[src/rtl/mux_rr.sv]
// N-channel valid/ready multiplexer with round-robin or fixed-select arbitration
// feeding a single registered output slot.
module mux_rr #(
    parameter  int N  = 4,
    parameter  int W  = 8,
    localparam int SW = $clog2(N)
) (
    input  logic            clk,
    input  logic            rst,
    input  logic            mode,
    input  logic [SW-1:0]   sel,
    input  logic [N*W-1:0]  in_data,
    input  logic [N-1:0]    in_valid,
    output logic [N-1:0]    in_ready,
    output logic [W-1:0]    out_data,
    output logic            out_valid,
    output logic [SW-1:0]   out_sel,
    input  logic            out_ready
);

    logic [W-1:0]  out_data_q,  out_data_d;
    logic          out_valid_q, out_valid_d;
    logic [SW-1:0] out_sel_q,   out_sel_d;
    logic [SW-1:0] rr_ptr_q,    rr_ptr_d;

    logic          load_en;
    logic          grant_vld;
    logic [SW-1:0] grant_idx;
    logic [W-1:0]  ch_data [N];

    // Reset also blocks acceptance so no handshake completes on a reset edge.
    assign load_en = !rst && (!out_valid_q || out_ready);

    for (genvar gi = 0; gi < N; gi++) begin : g_chan
        assign ch_data[gi]  = in_data[gi*W +: W];
        assign in_ready[gi] = load_en && grant_vld && (grant_idx == SW'(gi));
    end

    always_comb begin
        int idx;
        idx       = 0;
        grant_vld = 1'b0;
        grant_idx = '0;
        if (mode) begin
            if ((int'(sel) < N) && in_valid[sel]) begin
                grant_vld = 1'b1;
                grant_idx = sel;
            end
        end else begin
            // Scan starts just past the last served channel and wraps.
            for (int i = 1; i <= N; i++) begin
                idx = int'(rr_ptr_q) + i;
                if (idx >= N) begin
                    idx = idx - N;
                end
                if (!grant_vld && in_valid[idx]) begin
                    grant_vld = 1'b1;
                    grant_idx = SW'(idx);
                end
            end
        end
    end

    always_comb begin
        out_valid_d = out_valid_q;
        out_data_d  = out_data_q;
        out_sel_d   = out_sel_q;
        rr_ptr_d    = rr_ptr_q;
        if (load_en) begin
            if (grant_vld) begin
                out_valid_d = 1'b1;
                out_data_d  = ch_data[grant_idx];
                out_sel_d   = grant_idx;
                rr_ptr_d    = grant_idx;
            end else begin
                out_valid_d = 1'b0;
            end
        end
    end

    always_ff @(posedge clk) begin
        if (rst) begin
            out_valid_q <= 1'b0;
            out_data_q  <= '0;
            out_sel_q   <= '0;
            rr_ptr_q    <= SW'(N - 1);
        end else begin
            out_valid_q <= out_valid_d;
            out_data_q  <= out_data_d;
            out_sel_q   <= out_sel_d;
            rr_ptr_q    <= rr_ptr_d;
        end
    end

    assign out_data  = out_data_q;
    assign out_valid = out_valid_q;
    assign out_sel   = out_sel_q;

endmodule

[config.mk]
export PLATFORM = sky130hd
export DESIGN_NAME = mux_rr
export DESIGN_NICKNAME = d
export VERILOG_FILES = /design/src/rtl/mux_rr.sv
export SDC_FILE = /design/constraint.sdc
export NUM_CORES = 1
export LEC_CHECK = 0
export CAP_MARGIN = 5
export CORE_MARGIN = 5
export CORE_UTILIZATION = 49
export CTS_CLUSTER_DIAMETER = 30
export CTS_CLUSTER_SIZE = 28
export DETAILED_ROUTE_END_ITERATION = 6
export PLACE_DENSITY = 0.87
export SETUP_SLACK_MARGIN = 0.1
export SYNTH_ARGS = -nofsm -noshare
export SYNTH_HDL_FRONTEND = slang
export SYNTH_SLANG_ARGS = --single-unit
[constraint.sdc]
create_clock -name clk -period 3.6 [get_ports clk]
set_clock_uncertainty 0.05 [all_clocks]
set_input_delay 0.72 -clock clk [delete_from_list [all_inputs] [get_ports clk]]
set_output_delay 0.72 -clock clk [all_outputs]
set_load 0.05 [all_outputs]
# ---- Word level (Yosys, flattened, before mapping)
# Cells that the tools add are included.
dict set report totals {
  regBits 13
  elab_cells 84
}
dict set report classes {
  magnitude_cmp 10
  muxes 41
  eq_ne 3
  add_sub_neg 8
  bitwise_logic 1
  reduce_logical 17
}
# operator count
set op_table {}
lappend op_table {{two-way mux 32 bit} 8}
lappend op_table {{less-than comparator 32 x 4 -> 1 bit, second input constant} 4}
lappend op_table {{two-way mux 1 bit} 19}
lappend op_table {{binary-select mux 8 bit (select 2 bit)} 1}
lappend op_table {{two-way mux 8 bit} 2}
lappend op_table {{greater-or-equal comparator 3 bit, second input constant} 4}
lappend op_table {{two-way mux 2 bit} 6}
lappend op_table {{subtractor 3 x 3 -> 4 bit, second input constant} 3}
lappend op_table {{binary-select mux 1 bit (select 2 bit)} 5}
lappend op_table {{logical AND 1 bit} 9}
lappend op_table {{adder 2 x 2 -> 3 bit, second input constant} 2}
lappend op_table {{logical NOT 1 bit} 5}
lappend op_table {{subtractor 4 x 3 -> 5 bit, second input constant} 1}
lappend op_table {{adder 2 x 3 -> 4 bit, second input constant} 1}
lappend op_table {{== test 2 bit, second input constant} 2}
lappend op_table {{greater-or-equal comparator 4 x 3 -> 1 bit, second input constant} 1}
lappend op_table {{adder 2 x 1 -> 3 bit, second input constant} 1}
lappend op_table {{less-than comparator 2 x 3 -> 1 bit, second input constant} 1}
lappend op_table {{inverter 2 -> 3 bit} 1}
lappend op_table {{== test 2 x 1 -> 1 bit, second input constant} 1}
lappend op_table {{logical NOT 2 bit} 1}
lappend op_table {{AND reduction 2 bit} 1}
lappend op_table {{logical OR 1 bit} 1}

# ---- Longest topological paths before layout
# Gate-level depths: netlist (run 1).
dict set report depth {
  ltp_word 25
  mapped_depth 8
  mapped_depth_nobuf 5
}

# ---- Worst setup path after synthesis (run 1)
# OpenSTA, ideal clock, no wires.
dict set report synth_path {
  kind {input port to output port}
  start {in in_valid[1]}
  end {out in_ready[2]}
  path_stages 7
  required_time_ns 2.830
  arrival_time_ns 2.942
  setup_slack_ns -0.112
  cell_sequence {buf_2 -> or3b_1 -> a21o_1 -> buf_6 -> a311oi_1 -> nor2_1 -> nor3_1}
}
dict set report synth_between {
  elab_chain_len 19
  elab_cells_between_ends 38
}
# item line_no
set synth_lines {}
lappend synth_lines {{start, declared} 13} ;# input logic [N-1:0] in_valid,
lappend synth_lines {{binary-select mux 1 bit (select 2 bit)} 56} ;# if (!grant_vld && in_valid[idx]) begin
lappend synth_lines {{two-way mux 1 bit (not written as such) (2 in series)} 56}
lappend synth_lines {{two-way mux 1 bit} 56}
lappend synth_lines {{two-way mux 1 bit} 44} ;# if (mode) begin
lappend synth_lines {{logical NOT 1 bit} 56}
lappend synth_lines {{logical AND 1 bit} 56}
lappend synth_lines {{two-way mux 1 bit} 56}
lappend synth_lines {{two-way mux 1 bit} 44}
lappend synth_lines {{[... 2 more ...]} n/a}
lappend synth_lines {{two-way mux 1 bit} 56}
lappend synth_lines {{two-way mux 1 bit} 44}
lappend synth_lines {{logical NOT 1 bit} 56}
lappend synth_lines {{logical AND 1 bit} 56}
lappend synth_lines {{two-way mux 2 bit or two-way mux 1 bit (tied branches)} 56}
lappend synth_lines {{two-way mux 2 bit or two-way mux 1 bit (tied branches)} 44}
lappend synth_lines {{== test 2 bit or logical AND 1 bit (tied branches)} 36} ;# assign in_ready[gi] = load_en && grant_vld && (grant_idx == SW'(gi));
lappend synth_lines {{logical AND 1 bit (*)} 36}
lappend synth_lines {{end, declared} 14} ;# output logic [N-1:0] in_ready,
# Mark *: on every way between the ends. The rest lies on a longest branch, timed or not. The select of a mux whose other input is x is not followed.

# ---- Worst setup path in the final report (run 1)
# Ends and elaborated chain as after synthesis.

==> metrics.yaml, run 1 <==
crit_fanout: 4
antenna_cells: 0
setup_viol: 0
drc_errors: 0
grtUsageMet2_pct: 43.7
cts_tree: "yes"
start_util_pct: 49.8
hold_buffers: 0
io_pins: 57
grt_pass1_wl_um: 9550
grtUsageMet1_pct: 34.1
core_area_sq_um: 3280
setup_tns_ns: 0
cap_viol_max_count: 0
clock-sinks: 13
worstPathCellList: "clkdlybuf4s50_1 -> or3b_1 -> a21o_1 -> a311oi_2 -> nor2_1 -> nor3_2 -> buf_12"
synthCells: 239
die_x_um: 67.7
finalCriticalPeriod_ns: 3.40
ys_ff_latch: 13
row_count: 21
wl_per_cell_um: 17.6
worst_pin_slew_ns: 0.685
p_leak_nw: 0.821
track_usage_pct: 26.6
place.gp.congestion: 0.929
syn-num-nets: 281
synth_edf_count: 0
power_uw: 693
grt-ovfl-total: 0
synth_top_flop_cell: "dfxtp_1"
worstSetupStartpointType: "input pin"
clockBufferDepth: 2
drive_above_1_share_pct: 11.8
holdWs_ns: 0.451
cp.required_ns: 2.83
worstPathArrival_ns: 2.63
antenna_left: 0
mappedNetlistArea_sq_um: 1630
maxSlewViolCount: 0
worstSkewPairLatency_ns: 0.28
grt_max_degree: 31
postCtsSetupBuffers: 0
area_delta_synth_final_pct: 44.3
crit_path_end_kind: "primary output"
cts_buffers: 3
via_per_inst: 6.72
port_buffers: 56
synthArstFlopShare_pct: 0
die_area_sq_um: 4590
synth_warnings: 0
critPathBufInv: 2
finalCritPeriodShare_pct: 94.3
pwr_density_cell_nw_per_um2: 294
drt_iter0_markers: 258
globalRoute.busiestLayer: "met2"
nets: 332
seq_area_frac_synth_pct: 15.9
met3_usage_pct: 4.49
cpMaxStageDelayCell: "clkdlybuf4s50_1"
root_buffer: "clkbuf_4"
yosysUniqueCellTypes: 36
timing_hold_violations_final: 0
slew_headroom_pct: 54.3
path_clk_slew_ns: 0.08
crit_type: "in -> out"
place_area_sq_um: 2290
cts_max_level: 1
min_path_type: "reg -> reg"
status: "complete, no violations"
fmax_ghz: 0.295
cpPeakStageDelay_ns: 0.47
hpwlAfterDp_um: 4220
die_h_um: 67.7
wl_um: 5880
rsz0062_at_grt: "no"
grt_pass1_vias: 2082
path_delay_family: "simple AND/OR/NAND/NOR gates"
stdcell_area_sq_um: 2360
vias: 2250
ir_drop_mv: 0.134
dr.pass1.iters: 5
antenna_found_initial: 0
syn-mean-instance-area_sq_um: 6.84
## placed cells by master (no fill, tap or decap), drive strengths merged, types with 13 or more instances in the layout
cell / n
clkdlybuf4s50: 48
nand3: 25
o221ai: 24
nand2b: 21
nand2: 20
o21ai: 20
nor3: 19
buf: 19
a311oi: 17
nor4: 16
dfxtp: 13
## sequential cells by signal (all words and copies together), names as in the netlist
| signal | flops |
|---|---|
| out_data | 8 |
| out_sel | 2 |
| out_valid | 1 |
| rr_ptr_q | 2 |
## stage by stage
step	cells	setup slack (ns)	utilization, %
after CTS	335	0.108	71.1
after global placement	331	0.0541	69.6
after floorplan	239	-0.112	-
after global routing	335	0.100	71.8
after detailed placement	331	-0.0840	69.6
final	335	0.205	71.8
## cell type report
type / count / area [sq um]
inverter: 1 / 3.75
clock buffer: 4 / 26.3
tap: 46 / 57.6
fill: 274 / 926
timing repair buffer: 71 / 723
sequential: 13 / 260
multi-input combinational: 200 / 1290
## worst min-delay path: stages, from the launching register on
cell and delay [ns]:
dfxtp_1 0.33, nand3_1 0.07, o221ai_1 0.07
## worst paths after layout
check / startpoint / endpoint / slack (ns) / cells past startpoint
setup / recovery: in_valid[1] / in_ready[2] / 0.20 / 7
hold / removal: out_data[5]$_SDFFE_PP0P_ / out_data[5]$_SDFFE_PP0P_ / 0.45 / 2
setup reg to reg: rr_ptr_q[1]$_SDFFE_PP1P_ / out_data[3]$_SDFFE_PP0P_ / 1.35 / 5
hold reg to reg: out_data[5]$_SDFFE_PP0P_ / out_data[5]$_SDFFE_PP0P_ / 0.45 / 2
## cell usage after synthesis (3+ instances only)
cell,number,share of area (%)
nand2b_1,21,8.0
and3b_1,3,1.6
nor4_1,16,6.1
o21ai_0,18,5.5
o221ai_1,24,13
dfxtp_1,13,16
nand3_1,24,7.4
buf_2,6,1.8
nor2_1,7,1.6
nor3_1,19,5.8
clkbuf_1,14,3.2
a21oi_1,6,1.8
and2_1,3,1.1
a311oi_1,17,9.1
nand2_1,20,4.6
## layer usage
layer	share of wire [%]	vias up	routed length (um)
met4	2.3	0	134
met1	39	1005	2300
met3	12	13	734
met2	46	175	2710
li1	-	1057	-
met5	0	-	0
## power by group
| part | internal, mW | switching [mW] |
|---|---|---|
| Combinational | 0.171 | 0.246 |
| Sequential | 0.167 | 0.0176 |
| Clock | 0.0430 | 0.0488 |
## kinds of logic after synthesis
kind of cell	share of synthesized area [%]
DFF	15.9
AOI/OAI and AO/OA	35.5
muxes	1.91
buffers and inverters	7.43
and+or+nand+nor	39.2
## repair_timing
item	in CTS	in global routing
setup endpoints to repair	4	4
gates resized for setup	5	8
endpoints found under the hold margin	0	0
Note: power is estimated with default switching activity, not from simulation.
==> inputs of run 2 (changes only) <==
--- a/config.mk
+++ b/config.mk
@@ -6,13 +6,14 @@
 export NUM_CORES = 1
 export LEC_CHECK = 0
 export CAP_MARGIN = 5
-export CORE_MARGIN = 5
 export CORE_UTILIZATION = 49
 export CTS_CLUSTER_DIAMETER = 30
 export CTS_CLUSTER_SIZE = 28
 export DETAILED_ROUTE_END_ITERATION = 6
+export GPL_ROUTABILITY_DRIVEN = 0
 export PLACE_DENSITY = 0.87
 export SETUP_SLACK_MARGIN = 0.1
+export SLEW_MARGIN = 10
 export SYNTH_ARGS = -nofsm -noshare
 export SYNTH_HDL_FRONTEND = slang
 export SYNTH_SLANG_ARGS = --single-unit
==> metrics.yaml, run 2 (same netlist as run 1, synthesis figures left out) <==
status: "complete, no violations"
clock-sinks: 13  # unchanged
area_delta_synth_final_pct: 44.7
antenna_cells: 0  # unchanged
final_common_cell: "clkdlybuf4s50_1"
post-place-ws_ns: 0.0241  # +0.108 ns
crit_path_end_kind: "primary output"
maxSlewViolCount: 0  # unchanged
cts_max_level: 1  # unchanged
grt_max_degree: 35  # +13%
finalCriticalPeriod_ns: 3.40  # +0.00609 ns
finalCritPeriodShare_pct: 94.5  # +0.17 points
track_usage_pct: 33.2  # +6.6 points
cpMaxStageDelayCell: "clkdlybuf4s50_1"
setup_ws_ns: 0.199  # -0.00609 ns
io_pins: 57  # unchanged
dp.cells: 333  # +0.60%
wl_per_cell_um: 17.0  # -3.3%
stdcell_area_sq_um: 2360  # +0.27%
root_buffer: "clkbuf_4"
cpPeakStageDelay_ns: 0.57  # +0.10 ns
crit_fanout: 4  # unchanged
final_cell_mix: "clkdlybuf4s50_1, nand3_1, o221ai_1, nand2b_1, nand2_1"
wl_um: 5720  # -2.8%
worstPathCellList: "clkdlybuf4s50_1 -> mux2i_1 -> buf_4 -> nor2_1 -> or3_1 -> nor2_1 -> buf_12"
clockBufferDepth: 2  # unchanged
antenna_left: 0  # unchanged
port_buffers: 56  # unchanged
grt-ovfl-total: 0  # unchanged
via_per_inst: 6.69  # -0.42%
n_fill_cell: 260  # -5.1%
cp_common_cell: "nor2_1"
worstSkewPairLatency_ns: 0.26  # -0.02 ns
ir_drop_mv: 0.166  # +24%
worstPathArrival_ns: 2.63  # about the same
drc_errors: 0  # unchanged
path_delay_family: "buffers and inverters"
grt_pass1_vias: 2095  # +0.62%
largest_reg_flops: 8  # unchanged
start_util_pct: 52.7  # +2.9 points
cap_viol_max_count: 0  # unchanged
slew_headroom_pct: 56.7  # +2.4 points
setup_tns_ns: 0  # unchanged
grt_pass1_wl_um: 9250  # -3.1%
min_path_type: "reg -> reg"
worstSetupStartpointType: "input pin"
hold_buffers: 0  # unchanged
crit_type: "in -> out"
critPathBufInv: 3  # +1
worst_pin_slew_ns: 0.650  # -0.0356 ns
cp.required_ns: 2.83  # about the same
drive_above_1_share_pct: 11.6  # -0.16 points
pwr_density_cell_nw_per_um2: 292  # -0.54%
drt_iter0_markers: 229  # -11%
fmax_ghz: 0.294  # -0.18%
timing_hold_violations_final: 0  # unchanged
cts_buffers: 3  # unchanged
p_leak_nw: 0.829  # +0.94%
vias: 2254  # +0.18%
rsz0062_at_grt: "yes"
layout.cells.non_filler: 337  # +0.60%
hpwlAfterDp_um: 4110  # -2.6%
die_area_sq_um: 3570  # -22%
nets: 336  # +1.2%
core_area_sq_um: 3100  # -5.5%
dr.pass1.iters: 5  # unchanged
cts_tree: "yes"
row_count: 20  # -4.8%
place_area_sq_um: 2310  # +1.2%
die_h_um: 59.7  # -12%
setup_viol: 0  # unchanged
die_x_um: 59.7  # -12%
path_clk_slew_ns: 0.08  # about the same
antenna_found_initial: 0  # unchanged
==> run 2: worst min-delay path: cells and delay by family, from the launching register on <==
family | cells | cell delay (ns)
compound gates | 1 | 0.06
simple gates | 1 | 0.07
flops | 1 | 0.34
==> run 2: worst paths after layout <==
kind	slack, ns	cells after the start	endpoint	startpoint
worst min register to register	0.45	2	out_data[6]$_SDFFE_PP0P_	out_data[6]$_SDFFE_PP0P_
worst max-delay path	0.20	7	in_ready[1]	sel[0]
worst min-delay path	0.45	2	out_data[6]$_SDFFE_PP0P_	out_data[6]$_SDFFE_PP0P_
worst max register to register	1.42	5	out_data[3]$_SDFFE_PP0P_	rr_ptr_q[0]$_SDFFE_PP1P_
==> run 2: per-stage QoR <==
| step | hold slack [ns] | util (%) | power, mW |
|---|---|---|---|
| after floorplan | 0.494 | - | 0.438 |
| after global placement | 0.431 | 74.6 | 0.589 |
| after detailed placement | 0.434 | 74.6 | 0.596 |
| after CTS | 0.453 | 75.4 | 0.679 |
| after global routing | 0.486 | 76.2 | 0.730 |
| final | 0.450 | 76.2 | 0.691 |
==> run 2: power by group <==
group          internal, mW  switching [mW]
Clock                0.0427          0.0443
Sequential            0.167          0.0195
Combinational         0.174           0.244
Total                 0.384           0.308
==> run 2: timing repair <==
action,CTS,global route
endpoints found under the setup margin,2,4
setup buffers,0,0
gates resized for setup,0,6
hold endpoints to repair,0,0
==> run 2: layout make-up <==
type                            count  area, sq um  share of cell area [%]
Multi-Input combinational cell    200         1270                    53.8
Sequential cell                    13          260                    11.0
Tap cell                           44         55.1                    2.33
Timing Repair Buffer               75          748                    31.6
Clock buffer                        4         26.3                    1.11
Inverter                            1         3.75                   0.159
==> run 2: routing by layer <==
metal	part of all wire, %	GRT usage, %
met3	11	6.49
met2	47	55.4
met4	1.8	9.63
met5	0	0
met1	40	43.1
==> inputs of run 3 (changes only) <==
--- a/config.mk
+++ b/config.mk
@@ -7,10 +7,12 @@
 export LEC_CHECK = 0
 export CAP_MARGIN = 5
 export CORE_UTILIZATION = 49
+export CTS_BUF_LIST = sky130_fd_sc_hd__clkbuf_16
 export CTS_CLUSTER_DIAMETER = 30
 export CTS_CLUSTER_SIZE = 28
 export DETAILED_ROUTE_END_ITERATION = 6
 export GPL_ROUTABILITY_DRIVEN = 0
+export HOLD_SLACK_MARGIN = 0.08
 export PLACE_DENSITY = 0.87
 export SETUP_SLACK_MARGIN = 0.1
 export SLEW_MARGIN = 10
==> metrics.yaml, run 3 (same netlist as run 1, synthesis figures left out) <==
antenna_left: 0  # unchanged
postCtsSetupBuffers: 0  # unchanged
grt_pass1_vias: 2153  # +2.8%
pwr_density_cell_nw_per_um2: 335  # +15%
dp.cells: 333  # unchanged
switching_power_uw: 322  # +4.5%
core_area_sq_um: 3100  # unchanged
largest_reg_flops: 8  # unchanged
die_area_sq_um: 3570  # unchanged
final_common_cell: "clkdlybuf4s50_1"
vias: 2281  # +1.2%
antenna_found_initial: 0  # unchanged
setup_tns_ns: 0  # unchanged
cts_tree: "yes"
fmax_ghz: 0.293  # -0.34%
setup_viol: 0  # unchanged
wl_per_cell_um: 17.3  # +1.8%
track_usage_pct: 34.4  # +1.2 points
wl_um: 5820  # +1.8%
maxSlewViolCount: 0  # unchanged
grt_pass1_wl_um: 9550  # +3.2%
crit_fanout: 4  # unchanged
row_count: 20  # unchanged
timing_hold_violations_final: 0  # unchanged
cts_buffers: 3  # unchanged
cap_viol_max_count: 0  # unchanged
die_h_um: 59.7  # unchanged
finalCriticalPeriod_ns: 3.41  # +0.0117 ns
io_pins: 57  # unchanged
crit_path_end_kind: "primary output"
grt_max_degree: 35  # unchanged
hpwlAfterDp_um: 4110  # unchanged
internal_power_uw: 487  # +27%
finalCritPeriodShare_pct: 94.8  # +0.32 points
min_path_type: "reg -> reg"
crit_type: "in -> out"
final_core_util_pct: 77.9  # +1.7 points
root_buffer: "clkbuf_16"
final_cell_mix: "clkdlybuf4s50_1, nand3_1, o221ai_1, nand2b_1, nand2_1"
r2r_slack_ns: 1.44  # +0.02 ns
slew_headroom_pct: 57.8  # +1.1 points
die_x_um: 59.7  # unchanged
grt-ovfl-total: 0  # unchanged
dr.pass1.iters: 6  # +1
seqPwrFrac_pct: 23.2  # -3.7 points
worstSetupStartpointType: "input pin"
p_leak_nw: 0.858  # +3.5%
path_clk_slew_ns: 0.04  # -0.04 ns
via_per_inst: 6.77  # +1.2%
clock-sinks: 13  # unchanged
status: "complete, no violations"
drt_iter0_markers: 237  # +3.5%
worst_pin_slew_ns: 0.633  # -0.0161 ns
drc_errors: 0  # unchanged
clockBufferDepth: 2  # unchanged
start_util_pct: 52.7  # unchanged
worstSkewPairLatency_ns: 0.24  # -0.02 ns
port_buffers: 56  # unchanged
cts_max_level: 1  # unchanged
worstPathArrival_ns: 2.64  # about the same
sw_frac_of_total_pct: 39.8  # -4.8 points
cp.required_ns: 2.83  # about the same
ir_drop_mv: 0.164  # -1.6%
rsz0062_at_grt: "no"
combPwrFrac_pct: 51.9  # -8.6 points
nets: 336  # unchanged
p_clk_share_pct: 25.0  # +12 points
area_delta_synth_final_pct: 47.9
layout.cells.non_filler: 337  # unchanged
drive_above_1_share_pct: 11.6  # unchanged
hold_buffers: 0  # unchanged
antenna_cells: 0  # unchanged
==> run 3: cell types whose count changed in the layout (fill, tap and decap cells not counted), sizes merged <==
cell,before,now
clkbuf,4,3
clkdlybuf4s50,50,49
inv,1,2
dlygate4sd2,0,1
==> run 3: layer usage <==
layer / track usage, % / vias to the layer above / wire (um)
li1: - / 1061 / -
met1: 43.7 / 1035 / 2260
met2: 55.7 / 171 / 2810
met3: 7.58 / 14 / 625
met4: 14.3 / 0 / 120
met5: 0 / - / 0
==> run 3: worst max-delay path: stages <==
cell	delay [ns]
clkdlybuf4s50_1	0.57
mux2i_1	0.30
buf_4	0.18
nor2_1	0.05
or3_1	0.44
nor2_1	0.21
buf_12	0.17
==> run 3: cell type report <==
type | count | area [sq um]
clock inverter | 1 | 3.75
timing repair buffer | 75 | 747
sequential | 13 | 260
fill | 242 | 687
multi-input combinational | 200 | 1270
inverter | 1 | 3.75
clock buffer | 3 | 75.1
tap | 44 | 55.1
==> run 3: what timing repair did <==
item,4_1_cts,5_1_grt
pin swaps,0,0
setup endpoints to repair,4,4
endpoints found under the hold margin,0,0
gates resized for setup,4,3
==> run 3: worst paths after layout <==
kind | start | to | depth (start not counted)
max | sel[0] | in_ready[1] | 7
min | out_data[4]$_SDFFE_PP0P_ | out_data[4]$_SDFFE_PP0P_ | 2
min reg2reg | out_data[4]$_SDFFE_PP0P_ | out_data[4]$_SDFFE_PP0P_ | 2
max reg2reg | rr_ptr_q[0]$_SDFFE_PP1P_ | out_data[3]$_SDFFE_PP0P_ | 5
==> run 3: power by group through the flow <==
stage          clock [mW]  sequential, mW  combinational [mW]
2_1_floorplan           0           0.251               0.187
3_3_place_gp            0           0.187               0.402
3_5_place_dp            0           0.188               0.407
4_1_cts             0.201           0.186               0.413
5_1_grt             0.212           0.189               0.447
6_report            0.202           0.187               0.420
==> run 3: through the flow <==
step	worst slack [ns]	total power, mW	hold WS (ns)	area [sq um]
after floorplan	-0.112	0.438	0.494	1630
after global placement	0.0658	0.589	0.431	2310
after detailed placement	0.0241	0.596	0.434	2310
after CTS	0.110	0.800	0.448	2410
after global routing	0.102	0.848	0.484	2420
final	0.187	0.809	0.445	2420
